[config.mk]
export PLATFORM = sky130hd
export DESIGN_NAME = lock_controller
export DESIGN_NICKNAME = d
export VERILOG_FILES = /design/src/rtl/lock_pkg.sv /design/src/rtl/lock_controller_code_buffer.sv /design/src/rtl/lock_controller.sv
export SDC_FILE = /design/constraint.sdc
export NUM_CORES = 1
export LEC_CHECK = 0
export ABC_AREA = 0
export CAP_MARGIN = 5
export CORE_MARGIN = 8
export CORE_UTILIZATION = 55
export CTS_BUF_LIST = sky130_fd_sc_hd__clkbuf_4
export DETAILED_ROUTE_END_ITERATION = 12
export HOLD_SLACK_MARGIN = 0.02
export PLACE_DENSITY = 0.72
export SYNTH_ARGS = -nofsm -noshare
export SYNTH_HDL_FRONTEND = slang
export SYNTH_HIERARCHICAL = 1
export SYNTH_SLANG_ARGS = --single-unit
[constraint.sdc]
create_clock -name CLK -period 13.31 [get_ports CLK]
set_clock_uncertainty 0.05 [all_clocks]
set_input_delay 2.662 -clock CLK [delete_from_list [all_inputs] [get_ports CLK]]
set_output_delay 2.662 -clock CLK [all_outputs]
set_load 0.005 [all_outputs]
[src/rtl/lock_pkg.sv]
// Shared types and helpers for the keypad lock controller.
package lock_pkg;

    typedef enum logic [2:0] {
        StIdle,
        StEntry,
        StPgPc,
        StPgNew1,
        StPgNew2,
        StLockout
    } state_e;

    localparam logic [1:0] ModeIdle    = 2'b00;
    localparam logic [1:0] ModeEntry   = 2'b01;
    localparam logic [1:0] ModeProg    = 2'b10;
    localparam logic [1:0] ModeLockout = 2'b11;

    localparam int unsigned MaxCodeW = 256;

    // Bit mask covering the first len digits of a packed code.
    function automatic logic [MaxCodeW-1:0] len_mask(input int unsigned len,
                                                     input int unsigned digit_w);
        logic [MaxCodeW-1:0] m;
        for (int unsigned i = 0; i < MaxCodeW; i++) begin
            m[i] = (i < len * digit_w);
        end
        return m;
    endfunction

endpackage

[src/rtl/lock_controller_code_buffer.sv]
// Digit capture buffer with overflow tracking and length-aware compare.
module code_buffer
    import lock_pkg::*;
#(
    parameter int unsigned DIGIT_W = 4,
    parameter int unsigned MAX_LEN = 8,
    parameter int unsigned LEN_W   = 4
) (
    input  logic                       clk_i,
    input  logic                       rst_i,
    input  logic                       clr_i,
    input  logic                       wr_i,
    input  logic [DIGIT_W-1:0]         digit_i,
    input  logic [MAX_LEN*DIGIT_W-1:0] ref_i,
    input  logic [LEN_W-1:0]           ref_len_i,
    output logic [MAX_LEN*DIGIT_W-1:0] buf_o,
    output logic [LEN_W-1:0]           cnt_o,
    output logic                       ovf_o,
    output logic                       match_o
);

    localparam int unsigned CodeW = MAX_LEN * DIGIT_W;

    logic [CodeW-1:0]    buf_q, buf_d;
    logic [LEN_W-1:0]    cnt_q, cnt_d;
    logic                ovf_q, ovf_d;
    logic [MaxCodeW-1:0] mask_full;

    always_comb begin
        buf_d = buf_q;
        cnt_d = cnt_q;
        ovf_d = ovf_q;
        if (clr_i) begin
            cnt_d = '0;
            ovf_d = 1'b0;
        end else if (wr_i) begin
            if (cnt_q == LEN_W'(MAX_LEN)) begin
                ovf_d = 1'b1;
            end else begin
                buf_d[cnt_q*DIGIT_W +: DIGIT_W] = digit_i;
                cnt_d = cnt_q + 1'b1;
            end
        end
    end

    always_ff @(posedge clk_i or posedge rst_i) begin
        if (rst_i) begin
            buf_q <= '0;
            cnt_q <= '0;
            ovf_q <= 1'b0;
        end else begin
            buf_q <= buf_d;
            cnt_q <= cnt_d;
            ovf_q <= ovf_d;
        end
    end

    // Digits beyond cnt are stale and must not influence the result.
    assign mask_full = len_mask(32'(cnt_q), DIGIT_W);
    assign match_o   = !ovf_q && (cnt_q == ref_len_i) &&
                       (((buf_q ^ ref_i) & mask_full[CodeW-1:0]) == '0);
    assign buf_o     = buf_q;
    assign cnt_o     = cnt_q;
    assign ovf_o     = ovf_q;

endmodule

[src/rtl/lock_controller.sv]
// Keypad lock FSM: lock/unlock, reprogramming, failure lockout and inactivity timeout.
module lock_controller
    import lock_pkg::*;
#(
    parameter int unsigned DIGIT_W = 4,
    parameter int unsigned MAX_LEN = 8,
    parameter int unsigned LEN_W   = 4,
    parameter logic [MAX_LEN*DIGIT_W-1:0] DEFAULT_UC = {8{4'd6}},
    parameter int unsigned DEFAULT_UC_LEN = 6,
    parameter logic [MAX_LEN*DIGIT_W-1:0] PC = 32'h00214445,
    parameter int unsigned PC_LEN      = 6,
    parameter int unsigned KEY_ENTER   = 9,
    parameter int unsigned KEY_PROG    = 8,
    parameter int unsigned KEY_CANCEL  = 7,
    parameter int unsigned MAX_FAILS   = 3,
    parameter int unsigned LOCKOUT_CYC = 1000,
    parameter int unsigned TIMEOUT_CYC = 5000
) (
    input  logic               CLK,
    input  logic               RST,
    input  logic [DIGIT_W-1:0] BUTTON,
    input  logic               BPRESS,
    output logic               LOCKED,
    output logic               BUSY,
    output logic [1:0]         MODE,
    output logic               OK,
    output logic               PROG_DONE,
    output logic               FAIL,
    output logic               LOCKOUT,
    output logic [LEN_W-1:0]   FAIL_CNT
);

    localparam int unsigned CodeW    = MAX_LEN * DIGIT_W;
    localparam int unsigned TimerMax = (LOCKOUT_CYC > TIMEOUT_CYC) ? LOCKOUT_CYC : TIMEOUT_CYC;
    localparam int unsigned TimerW   = $clog2(TimerMax + 1);

    state_e              state_q, state_d;
    logic                locked_q, locked_d;
    logic                ok_q, ok_d, prog_done_q, prog_done_d, fail_q, fail_d;
    logic [LEN_W-1:0]    fail_cnt_q, fail_cnt_d, fail_cnt_inc;
    logic [CodeW-1:0]    uc_q, uc_d, newcode_q, newcode_d;
    logic [LEN_W-1:0]    uc_len_q, uc_len_d, newlen_q, newlen_d;
    logic [TimerW-1:0]   timer_q, timer_d;

    logic                buf_clr, buf_wr, buf_ovf, buf_match, seq_fail;
    logic                is_enter, is_prog, is_cancel, is_digit;
    logic [CodeW-1:0]    buf_code, ref_code;
    logic [LEN_W-1:0]    buf_cnt, ref_len;

    assign is_enter  = (BUTTON == DIGIT_W'(KEY_ENTER));
    assign is_prog   = (BUTTON == DIGIT_W'(KEY_PROG));
    assign is_cancel = (BUTTON == DIGIT_W'(KEY_CANCEL));
    assign is_digit  = !(is_enter || is_prog || is_cancel);

    always_comb begin
        ref_code = uc_q;
        ref_len  = uc_len_q;
        if (state_q == StPgPc) begin
            ref_code = PC;
            ref_len  = LEN_W'(PC_LEN);
        end else if (state_q == StPgNew2) begin
            ref_code = newcode_q;
            ref_len  = newlen_q;
        end
    end

    code_buffer #(
        .DIGIT_W (DIGIT_W),
        .MAX_LEN (MAX_LEN),
        .LEN_W   (LEN_W)
    ) u_code_buffer (
        .clk_i     (CLK),
        .rst_i     (RST),
        .clr_i     (buf_clr),
        .wr_i      (buf_wr),
        .digit_i   (BUTTON),
        .ref_i     (ref_code),
        .ref_len_i (ref_len),
        .buf_o     (buf_code),
        .cnt_o     (buf_cnt),
        .ovf_o     (buf_ovf),
        .match_o   (buf_match)
    );

    assign fail_cnt_inc = (fail_cnt_q < LEN_W'(MAX_FAILS)) ? fail_cnt_q + 1'b1 : fail_cnt_q;

    always_comb begin
        state_d     = state_q;
        locked_d    = locked_q;
        fail_cnt_d  = fail_cnt_q;
        uc_d        = uc_q;
        uc_len_d    = uc_len_q;
        newcode_d   = newcode_q;
        newlen_d    = newlen_q;
        timer_d     = timer_q + 1'b1;
        ok_d        = 1'b0;
        prog_done_d = 1'b0;
        fail_d      = 1'b0;
        buf_clr     = 1'b0;
        buf_wr      = 1'b0;
        seq_fail    = 1'b0;

        unique case (state_q)
            StIdle: begin
                timer_d = '0;
                if (BPRESS && (is_enter || is_prog)) begin
                    state_d = is_enter ? StEntry : StPgPc;
                    buf_clr = 1'b1;
                end
            end
            StEntry, StPgPc, StPgNew1, StPgNew2: begin
                // Expiry takes priority; a press in the same cycle is dropped.
                if (timer_q == TimerW'(TIMEOUT_CYC - 1)) begin
                    seq_fail = 1'b1;
                end else if (BPRESS) begin
                    timer_d = '0;
                    if (is_cancel) begin
                        seq_fail = 1'b1;
                    end else if (is_digit) begin
                        buf_wr = 1'b1;
                    end else if (state_q == StEntry) begin
                        if (is_enter && buf_match) begin
                            locked_d   = !locked_q;
                            ok_d       = 1'b1;
                            fail_cnt_d = '0;
                            state_d    = StIdle;
                        end else begin
                            seq_fail = 1'b1;
                        end
                    end else if (is_enter) begin
                        seq_fail = 1'b1;
                    end else if (state_q == StPgPc) begin
                        if (buf_match) begin
                            state_d = StPgNew1;
                            buf_clr = 1'b1;
                        end else begin
                            seq_fail = 1'b1;
                        end
                    end else if (state_q == StPgNew1) begin
                        if (buf_cnt == '0 || buf_ovf) begin
                            seq_fail = 1'b1;
                        end else begin
                            newcode_d = buf_code;
                            newlen_d  = buf_cnt;
                            state_d   = StPgNew2;
                            buf_clr   = 1'b1;
                        end
                    end else if (buf_match) begin
                        uc_d        = newcode_q;
                        uc_len_d    = newlen_q;
                        prog_done_d = 1'b1;
                        fail_cnt_d  = '0;
                        state_d     = StIdle;
                    end else begin
                        seq_fail = 1'b1;
                    end
                end
            end
            StLockout: begin
                if (timer_q == TimerW'(LOCKOUT_CYC - 1)) begin
                    fail_cnt_d = '0;
                    timer_d    = '0;
                    state_d    = StIdle;
                end
            end
            default: state_d = StIdle;
        endcase

        if (seq_fail) begin
            fail_d     = 1'b1;
            fail_cnt_d = fail_cnt_inc;
            timer_d    = '0;
            state_d    = (fail_cnt_inc == LEN_W'(MAX_FAILS)) ? StLockout : StIdle;
        end
    end

    always_ff @(posedge CLK or posedge RST) begin
        if (RST) begin
            state_q     <= StIdle;
            locked_q    <= 1'b1;
            fail_cnt_q  <= '0;
            uc_q        <= DEFAULT_UC;
            uc_len_q    <= LEN_W'(DEFAULT_UC_LEN);
            newcode_q   <= '0;
            newlen_q    <= '0;
            timer_q     <= '0;
            ok_q        <= 1'b0;
            prog_done_q <= 1'b0;
            fail_q      <= 1'b0;
        end else begin
            state_q     <= state_d;
            locked_q    <= locked_d;
            fail_cnt_q  <= fail_cnt_d;
            uc_q        <= uc_d;
            uc_len_q    <= uc_len_d;
            newcode_q   <= newcode_d;
            newlen_q    <= newlen_d;
            timer_q     <= timer_d;
            ok_q        <= ok_d;
            prog_done_q <= prog_done_d;
            fail_q      <= fail_d;
        end
    end

    always_comb begin
        MODE = ModeIdle;
        unique case (state_q)
            StEntry:                      MODE = ModeEntry;
            StPgPc, StPgNew1, StPgNew2:   MODE = ModeProg;
            StLockout:                    MODE = ModeLockout;
            default:                      MODE = ModeIdle;
        endcase
    end

    assign BUSY      = (state_q != StIdle) && (state_q != StLockout);
    assign LOCKOUT   = (state_q == StLockout);
    assign LOCKED    = locked_q;
    assign OK        = ok_q;
    assign PROG_DONE = prog_done_q;
    assign FAIL      = fail_q;
    assign FAIL_CNT  = fail_cnt_q;

endmodule

==> metrics.cfg, run 1 <==
[worst_hold_path]
min_path_cells=1
hp-start=timer_q[0]
hold_class=reg2reg

[setup_path]
crit_chain=buf_4 > a21oi_1 > o22a_1 > xnor2_1 > nand4_1 > a221oi_1 > o221ai_1 > nor4_2 > mux2i_1 > nor4b_1 > a21oi_1 > nor3_1 > nand3b_1 > nor3_1 > nand2_1 > mux2_2
cp-end-kind=register
start_kind=register
startpoint=state_q[2]
worstPathRequired_ns=13.67
crit_fanout=26
slowest_stage=a21oi_1
worstRegToRegCells=16
path_class=reg2reg
arrival_ns=5.84
r2r_start=state_q[2]
max_stage_delay_ns=0.84

[placed_design]
port_buffers=18
dp_worst_setup_slack_ns=7.665
place.gp.congestion=0.9018
post-place-cells=804
placed_area_sq_mm=0.007296
post-dp-hpwl_um=9867

[cells_and_area]
layout-drive-gt1-share=0.2470
fin_nets=665
fin_cells=837
layout_common_cells=dfrtp_1 (114), nand2_1 (95), mux2_2 (59), xnor2_1 (36), a21oi_1 (34)
final_util=0.6018
seq_area_sq_mm=0.003352
mostFrequentLayoutCell=dfrtp_1
final_area_sq_mm=0.007532
multi_input_area_sq_mm=0.003443
area.growth.synth_to_final_pct=7.404
n_fill_cell=1047

[routing]
drt_iter0_markers=341
via_per_inst=5.732
wl_um=15090
drc_errors=0
wire_per_inst_um=18.03
route.vias.total=4798
ant_nets=0
drt-pass1-iter-count=6

[logic_synthesis]
synth_area_leaders=dfrtp_1 (41%), mux2_2 (9.5%), dfstp_2 (7.1%)
syn_nets=652
avgSynthCellArea_sq_um=10.99
seq_area_frac_synth=0.4780
postSynthCellCount=638
synth-edff-count=0
synth_top_area_share=0.4068
syn-cell-area_sq_mm=0.007013
ys_async_sr_fraction=1.000
post_synth_num_cell_types=63
ys_warn_count=6
synth_ff_type=dfrtp_1
post-synth-top-area-cell=dfrtp_1
ys_ff_latch=133

[sta]
worst_pin_slew_ns=1.104
post-route-period-util=0.4116
setup_tns_ns=0
slew_violations=0
hold_viol_final=0
max_slew_margin=0.2629
worst_slack_ns=7.832
rsz0062_at_grt=false
setup_viol=0
fmax_mhz=182.5
fin_crit_ns=5.478

[pwr]
vdd_drop_max_mv=0.1185
leakagePower_nw=3.440
powerDensity_mw_per_mm2=161.1

[clocking]
cts_buffers=17
clockBufferDepth=2
hold_buffers=0
cts_tree=yes
cts_setup_buffers=0
htreeDepth=4
cts_root_buffer=clkbuf_4
cts_sinks=133
cts.repair.resized=0
path_clk_slew_ns=0.11
clkLatencyLatePin_ns=0.53

[floorplan]
rows=41
dieHeight_um=128.9
io_pins=19
initial_utilization=0.5603
die_x_um=128.9
core_area_sq_mm=0.01252
die_area_sq_mm=0.01662

[global_route]
grt-ovfl-total=0
grt_pass1_wl_um=25580
grt.total_usage=0.1962
antenna_found_initial=1
first_global_vias=4911
grt_max_degree=65

[job]
maxCapViolations=0

[run_status]
status=finished, final reports clean

-- worst paths after layout --
check                      slack (ns)                       to
max in group asynchronous        9.57              FAIL_CNT[0]
min in group asynchronous        2.47                 uc_q[24]
hold / removal                   0.45               timer_q[0]
hold reg to reg                  0.45               timer_q[0]
setup reg to reg                 7.83  u_code_buffer/buf_o[13]
setup / recovery                 7.83  u_code_buffer/buf_o[13]
-- flip-flops by register name, summed over array words and instances (netlist names) --
register / count
LOCKED: 1
FAIL_CNT: 4
timer_q: 13
uc_len_q: 4
OK: 1
FAIL: 1
PROG_DONE: 1
uc_q: 32
newlen_q: 4
state_q: 3
u_code_buffer/cnt_o: 4
u_code_buffer/buf_o: 32
u_code_buffer/ovf_o: 1
newcode_q: 32
-- power by group --
| part | switching, mW | internal (mW) | total (mW) |
|---|---|---|---|
| clock | 0.140 | 0.0922 | 0.233 |
| combinational | 0.265 | 0.194 | 0.459 |
| sequential | 0.0737 | 0.448 | 0.522 |
| total | 0.479 | 0.734 | 1.21 |
-- area by class of cell --
class | instances | area share
Clock inverter | 13 | 0.01213
Tap cell | 172 | 0.02857
Timing Repair Buffer | 26 | 0.03189
Sequential cell | 133 | 0.4450
Clock buffer | 19 | 0.01894
Antenna cell | 1 | 0.0003322
Inverter | 11 | 0.005980
Multi-Input combinational cell | 462 | 0.4571
-- through the flow --
stage | hold slack (ns) | power [mW]
after floorplan | 0.4049 | 0.8441
after global placement | 0.4230 | 0.9699
after detailed placement | 0.4429 | 0.9809
after CTS | 0.4579 | 1.216
after global routing | 0.4733 | 1.294
final | 0.4481 | 1.214
-- cells by family (layout without fill, tap and decap cells) --
| group | Yosys count | count (layout) | share of synthesized area |
|---|---|---|---|
| adder cells (fa/ha/maj) | 7 | 7 | 0.01249 |
| multiplexers | 96 | 96 | 0.1711 |
| AO/OA/AOI/OAI | 98 | 98 | 0.09349 |
| AND/OR/NAND/NOR | 210 | 210 | 0.1493 |
| other | 0 | 1 | 0 |
| XOR/XNOR | 51 | 51 | 0.06369 |
| flip-flops | 133 | 133 | 0.4780 |
| buffers and inverters | 43 | 69 | 0.03194 |
-- worst max-delay path: cells and delay by family, from the launching register on --
family,cells,cell delay (ns)
mux,2,0.51
simple gates,7,2.18
flops,1,0.47
xor+xnor,1,0.14
compound gates,5,1.71
buf+inv,1,0.26
-- cell usage after synthesis (15+ instances only) --
master and count:
xnor2_1 36, dfrtp_1 114, clkbuf_1 17, mux2_4 33
dfstp_2 19, mux2_2 59, a21oi_1 34, o22a_1 18
o21ai_0 21, xor2_1 15, nor2_1 29, nand2_1 95
-- layer usage --
layer	share of wire	vias to the layer above	wire, um	track usage
met5	0	-	0	0
met1	0.45	2381	6753	0.2566
met4	0.020	0	306	0.06773
met3	0.058	24	868	0.05958
li1	-	2285	-	-
met2	0.47	108	7163	0.3033
No activity file was read; power rests on OpenSTA's default activity.
==> inputs of run 2 (changes only) <==
PLACE_DENSITY = 0.75   (was 0.72)
clock period = 4.7 ns   (was 13.31 ns; I/O delays follow)
==> metrics.cfg, run 2 (synthesis results as in run 1) <==
[worst_hold_path]
whs_endpoint=timer_q[0]  ; unchanged
hold_class=reg2reg  ; unchanged
hp-start=timer_q[0]  ; unchanged
min_path_cells=1  ; unchanged

[setup_path]
arrival_ns=4.80  ; was 5.84 ns
r2r_end=u_code_buffer/buf_o[14]  ; was u_code_buffer/buf_o[13]
r2r_start=state_q[2]  ; unchanged
crit_chain=nand2b_1 > o22a_1 > o22a_1 > xnor2_1 > nand4_1 > a221oi_1 > o221ai_1 > nor4_4 > mux2i_1 > nor4b_1 > a21oi_1 > nor3_1 > nand3b_1 > nor3_1 > nand2_1 > mux2_2  ; was buf_4 > a21oi_1 > o22a_1 > xnor2_1 > nand4_1 > a221oi_1 > o221ai_1 > nor4_2 > mux2i_1 > nor4b_1 > a21oi_1 > nor3_1 > nand3b_1 > nor3_1 > nand2_1 > mux2_2
crit_fanout=14  ; was 26
start_kind=register  ; unchanged
cp-end-kind=register  ; unchanged
cp_top_family=simple AND/OR/NAND/NOR gates  ; unchanged
path_buf_inv=0  ; was 1
worstRegToRegCells=16  ; unchanged
max_stage_delay_ns=0.64  ; was 0.84 ns
path_class=reg2reg  ; unchanged
worstPathRequired_ns=5.08  ; was 13.67 ns
slowest_stage=dfrtp_1  ; was a21oi_1
r2r_slack_ns=0.28  ; was 7.83 ns

[global_route]
grt_pass1_wl_um=25790  ; was 25,580 um
grt-ovfl-total=0  ; unchanged
antenna_found_initial=0  ; was 1
first_global_vias=5088  ; was 4,911
grt_max_degree=78  ; was 65
grt.total_usage=0.1976  ; was 0.1962

[sta]
setup_viol=0  ; unchanged
worst_pin_slew_ns=0.9735  ; was 1.104 ns
slew_violations=0  ; unchanged
fin_crit_ns=4.421  ; was 5.478 ns
hold_viol_final=0  ; unchanged
rsz0062_at_grt=false  ; unchanged
post-route-period-util=0.9407  ; was 0.4116
max_slew_margin=0.3482  ; was 0.2629
fmax_mhz=226.2  ; was 182.5 MHz
setup_tns_ns=0  ; unchanged

[pwr]
leakagePower_nw=3.484  ; was 3.440 nW
vdd_drop_max_mv=0.1944  ; was 0.1185 mV
powerDensity_mw_per_mm2=450.2  ; was 161.1 mW/mm^2

[floorplan]
initial_utilization=0.5603  ; unchanged
core_area_sq_mm=0.01252  ; unchanged
die_area_sq_mm=0.01662  ; unchanged
dieHeight_um=128.9  ; unchanged
io_pins=19  ; unchanged
rows=41  ; unchanged
die_x_um=128.9  ; unchanged

[routing]
via_per_inst=5.779  ; was 5.732
wire_per_inst_um=17.77  ; was 18.03 um
route.vias.total=4883  ; was 4,798
drt-pass1-iter-count=4  ; was 6
drc_errors=0  ; unchanged
drt_iter0_markers=291  ; was 341
ant_nets=0  ; unchanged
wl_um=15010  ; was 15,090 um

[cells_and_area]
n_fill_cell=1073  ; was 1,047
fin_cells=845  ; was 837
multi_input_area_sq_mm=0.003452  ; was 0.003443 sq mm
antenna_cells=0  ; was 1
fin_nets=674  ; was 665
area.growth.synth_to_final_pct=8.153  ; was 7.404%
final_util=0.6060  ; was 0.6018
layout-drive-gt1-share=0.2556  ; was 0.2470
mostFrequentLayoutCell=dfrtp_1  ; unchanged
layout_common_cells=dfrtp_1 (114), nand2_1 (95), mux2_2 (59), xnor2_1 (36), a21oi_1 (34)  ; unchanged
seq_area_sq_mm=0.003352  ; unchanged

[clocking]
cts_buffers=17  ; unchanged
cts_tree=yes  ; unchanged
htreeDepth=4  ; unchanged
cts_root_buffer=clkbuf_4  ; unchanged
hold_buffers=0  ; unchanged
cts_sinks=133  ; unchanged
path_clk_slew_ns=0.10  ; was 0.11 ns
clkLatencyLatePin_ns=0.55  ; was 0.53 ns
clockBufferDepth=2  ; unchanged
cts_setup_buffers=0  ; unchanged
cts.repair.resized=0  ; unchanged

[placed_design]
place.gp.congestion=0.8536  ; was 0.9018
post-place-cells=813  ; was 804
port_buffers=18  ; unchanged
post-dp-hpwl_um=10100  ; was 9867 um

[job]
maxCapViolations=0  ; unchanged

[run_status]
status=finished, final reports clean  ; unchanged

run 2: area by class of cell:
| class | instances | share of cell area |
|---|---|---|
| inverter | 11 | 0.005939 |
| multi-input combinational | 462 | 0.4551 |
| clock inverter | 9 | 0.005279 |
| clock buffer | 23 | 0.02276 |
| tap | 172 | 0.02837 |
| timing repair buffer | 35 | 0.04058 |
| sequential | 133 | 0.4419 |
run 2: worst register-to-register path: stages (launching register included):
cell      delay, ns
dfrtp_1        0.64
nand2b_1       0.36
o22a_1         0.27
o22a_1         0.20
xnor2_1        0.22
nand4_1        0.19
a221oi_1       0.30
o221ai_1       0.24
nor4_4         0.21
mux2i_1        0.12
nor4b_1        0.26
a21oi_1        0.11
nor3_1         0.24
nand3b_1       0.22
nor3_1         0.12
nand2_1        0.18
mux2_2         0.37
run 2: report_power, final:
part	switching (mW)	total [mW]	internal (mW)
clock network	0.382	0.615	0.232
registers	0.182	1.45	1.27
logic	0.774	1.35	0.575
run 2: how the worst max path moves through the flow:
| stage | startpoint | cells past startpoint | end | slack [ns] |
|---|---|---|---|---|
| final | state_q[2] | 16 | u_code_buffer/buf_o[14] | 0.28 |
| after global routing | state_q[2] | 16 | u_code_buffer/buf_o[8] | 0.11 |
| after CTS | state_q[2] | 16 | u_code_buffer/buf_o[14] | 0.31 |
| after detailed placement | state_q[2] | 16 | u_code_buffer/buf_o[14] | 0.35 |
| after global placement | state_q[2] | 16 | u_code_buffer/buf_o[27] | 0.51 |
| after floorplan | state_q[2] | 21 | u_code_buffer/buf_o[10] | 0.06 |
run 2: per-layer routing:
| metal | vias to the layer above | part of all wire | GRT usage |
|---|---|---|---|
| met5 | - | 0 | 0 |
| met4 | 0 | 0.017 | 0.07326 |
| met3 | 26 | 0.042 | 0.04510 |
| met2 | 117 | 0.50 | 0.3251 |
| met1 | 2438 | 0.44 | 0.2493 |
| li1 | 2302 | - | - |
run 2: metrics by stage:
| stage | power [mW] | area (sq um) | setup WS (ns) | hold WS, ns |
|---|---|---|---|---|
| floorplan | 2.403 | 7022 | 0.05626 | 0.4049 |
| global placement | 2.762 | 7372 | 0.5145 | 0.4272 |
| detailed placement | 2.799 | 7372 | 0.3472 | 0.4396 |
| CTS | 3.424 | 7585 | 0.3124 | 0.4541 |
| global route | 3.633 | 7585 | 0.1063 | 0.4650 |
| finish | 3.415 | 7585 | 0.2785 | 0.4487 |
==> inputs of run 3 (changes only) <==
SETUP_SLACK_MARGIN = 0.1   (was unset)
==> metrics.cfg, run 3 (synthesis results as in run 1) <==
[run_status]
status=finished, final reports clean  ; unchanged

[setup_path]
r2r_start=state_q[0]  ; was state_q[2]
r2r_end=state_q[2]  ; was u_code_buffer/buf_o[14]
cp-end-kind=register  ; unchanged
max_stage_delay_ns=0.52  ; was 0.64 ns
crit_fanout=27  ; was 14
path_class=reg2reg  ; unchanged
worstRegToRegCells=17  ; was 16
cp-endpoint=state_q[2]  ; was u_code_buffer/buf_o[14]
crit_chain=nor2_2 > and2_1 > buf_8 > nand2_1 > a21oi_1 > xnor2_1 > nand4_1 > a221oi_1 > o221ai_1 > nor4_4 > buf_4 > a21oi_1 > a32oi_1 > o21ai_0 > or3b_1 > nand3_1 > o2111ai_1  ; was nand2b_1 > o22a_1 > o22a_1 > xnor2_1 > nand4_1 > a221oi_1 > o221ai_1 > nor4_4 > mux2i_1 > nor4b_1 > a21oi_1 > nor3_1 > nand3b_1 > nor3_1 > nand2_1 > mux2_2
startpoint=state_q[0]  ; was state_q[2]
slowest_stage=or3b_1  ; was dfrtp_1
worstPathRequired_ns=5.05  ; was 5.08 ns
arrival_ns=4.57  ; was 4.80 ns
start_kind=register  ; unchanged
cpMostUsedCell=a21oi_1
r2r_slack_ns=0.48  ; was 0.28 ns

[worst_hold_path]
min_path_cells=1  ; unchanged
hp-start=timer_q[0]  ; unchanged
hold_class=reg2reg  ; unchanged

[floorplan]
dieHeight_um=128.9  ; unchanged
initial_utilization=0.5603  ; unchanged
die_x_um=128.9  ; unchanged
core_area_sq_mm=0.01252  ; unchanged
die_area_sq_mm=0.01662  ; unchanged
rows=41  ; unchanged
io_pins=19  ; unchanged

[sta]
rsz0062_at_grt=false  ; unchanged
fin_crit_ns=4.215  ; was 4.421 ns
hold_viol_final=0  ; unchanged
post-route-period-util=0.8969  ; was 0.9407
max_slew_margin=0.3314  ; was 0.3482
fmax_mhz=237.2  ; was 226.2 MHz
setup_tns_ns=0  ; unchanged
timing.hold.ws_ns=0.4417  ; was 0.4487 ns
worst_pin_slew_ns=0.9985  ; was 0.9735 ns
setup_viol=0  ; unchanged
slew_violations=0  ; unchanged

[clocking]
cts_root_buffer=clkbuf_4  ; unchanged
cts_buffers=17  ; unchanged
path_clk_slew_ns=0.11  ; was 0.10 ns
cts_sinks=133  ; unchanged
htreeDepth=4  ; unchanged
cts_tree=yes  ; unchanged
clockBufferDepth=2  ; unchanged
clkLatencyLatePin_ns=0.56  ; was 0.55 ns

[global_route]
first_global_vias=4946  ; was 5,088
antenna_found_initial=0  ; unchanged
grt_pass1_wl_um=25860  ; was 25,790 um
grt.total_usage=0.1988  ; was 0.1976
grt-ovfl-total=0  ; unchanged
grt_max_degree=39  ; was 78

[cells_and_area]
n_fill_cell=1034  ; was 1,073
final_util=0.6162  ; was 0.6060
seq_area_sq_mm=0.003354  ; was 0.003352 sq mm
multi_input_area_sq_mm=0.003462  ; was 0.003452 sq mm
fin_nets=678  ; was 674
antenna_cells=0  ; unchanged
area.growth.synth_to_final_pct=9.973  ; was 8.153%
layout-drive-gt1-share=0.2718  ; was 0.2556
mostFrequentLayoutCell=dfrtp_1  ; unchanged
layout_common_cells=dfrtp_1 (112), nand2_1 (95), mux2_2 (59), xnor2_1 (36), a21oi_1 (34)  ; was dfrtp_1 (114), nand2_1 (95), mux2_2 (59), xnor2_1 (36), a21oi_1 (34)

[routing]
wl_um=15030  ; was 15,010 um
drc_errors=0  ; unchanged
ant_nets=0  ; unchanged
drt-pass1-iter-count=8  ; was 4
wire_per_inst_um=17.71  ; was 17.77 um
drt_iter0_markers=363  ; was 291
via_per_inst=5.774  ; was 5.779
route.vias.total=4902  ; was 4,883

[job]
maxCapViolations=0  ; unchanged

[placed_design]
port_buffers=18  ; unchanged
post-dp-hpwl_um=10280  ; was 10,100 um
place.gp.congestion=0.8831  ; was 0.8536

[pwr]
powerDensity_mw_per_mm2=466.2  ; was 450.2 mW/mm^2
vdd_drop_max_mv=0.3192  ; was 0.1944 mV
p_total_mw=3.595  ; was 3.415 mW
leakagePower_nw=3.523  ; was 3.484 nW

## run 3: cell types whose count changed in the layout (fill, tap and decap cells not counted), sizes merged
| cell | delta |
|---|---|
| buf | +4 |
| clkbuf | -6 |
| clkinvlp | +4 |
| bufinv | +3 |
| clkinv | -2 |
| inv | +1 |
## run 3: critical path: cells and delay by family (launching register included)
family,cells,cell delay [ns]
xor+xnor,1,0.16
simple gates,7,1.54
flops,1,0.51
buf+inv,2,0.43
compound gates,7,1.36
## run 3: report_power, final
group          internal, mW  leakage [nW]  switching (mW)
logic                 0.592          1.61           0.784
registers              1.27          1.76           0.169
clock network         0.361         0.151           0.418
## run 3: layout make-up
| class | count | share of cell area |
|---|---|---|
| Clock inverter | 15 | 0.02109 |
| Clock buffer | 17 | 0.01655 |
| Timing Repair Buffer | 39 | 0.04478 |
| Multi-Input combinational cell | 462 | 0.4489 |
| Inverter | 11 | 0.005840 |
| Tap cell | 172 | 0.02790 |
| Sequential cell | 133 | 0.4349 |
## run 3: metal layers
metal  global-route usage  up-vias  routed length (um)
li1                     -     2299                   -
met4              0.06634        0                 273
met1               0.2600     2482                6930
met2               0.3171       96                7273
met5                    0        -                   0
met3              0.04841       25                 554
## run 3: through the flow
stage / cells / instance area [sq um] / worst slack [ns]
floorplan: 638 / 7027 / 0.2050
global placement: 814 / 7385 / 0.3856
detailed placement: 814 / 7385 / 0.2427
CTS: 846 / 7675 / 0.2136
global route: 849 / 7712 / 0.09947
finish: 849 / 7712 / 0.4845
## run 3: worst min-delay path by stage
stage / end / slack [ns]
CTS: timer_q[0] / 0.44
global placement: timer_q[0] / 0.42
global route: timer_q[0] / 0.45
finish: timer_q[0] / 0.44
floorplan: timer_q[0] / 0.40
detailed placement: timer_q[0] / 0.43
## run 3: timing repair
action | 4_1_cts | 5_1_grt
buffers inserted | 0 | 3
hold buffers | 0 | 0
gates resized for setup | 0 | 6
setup endpoints to repair | 0 | 83
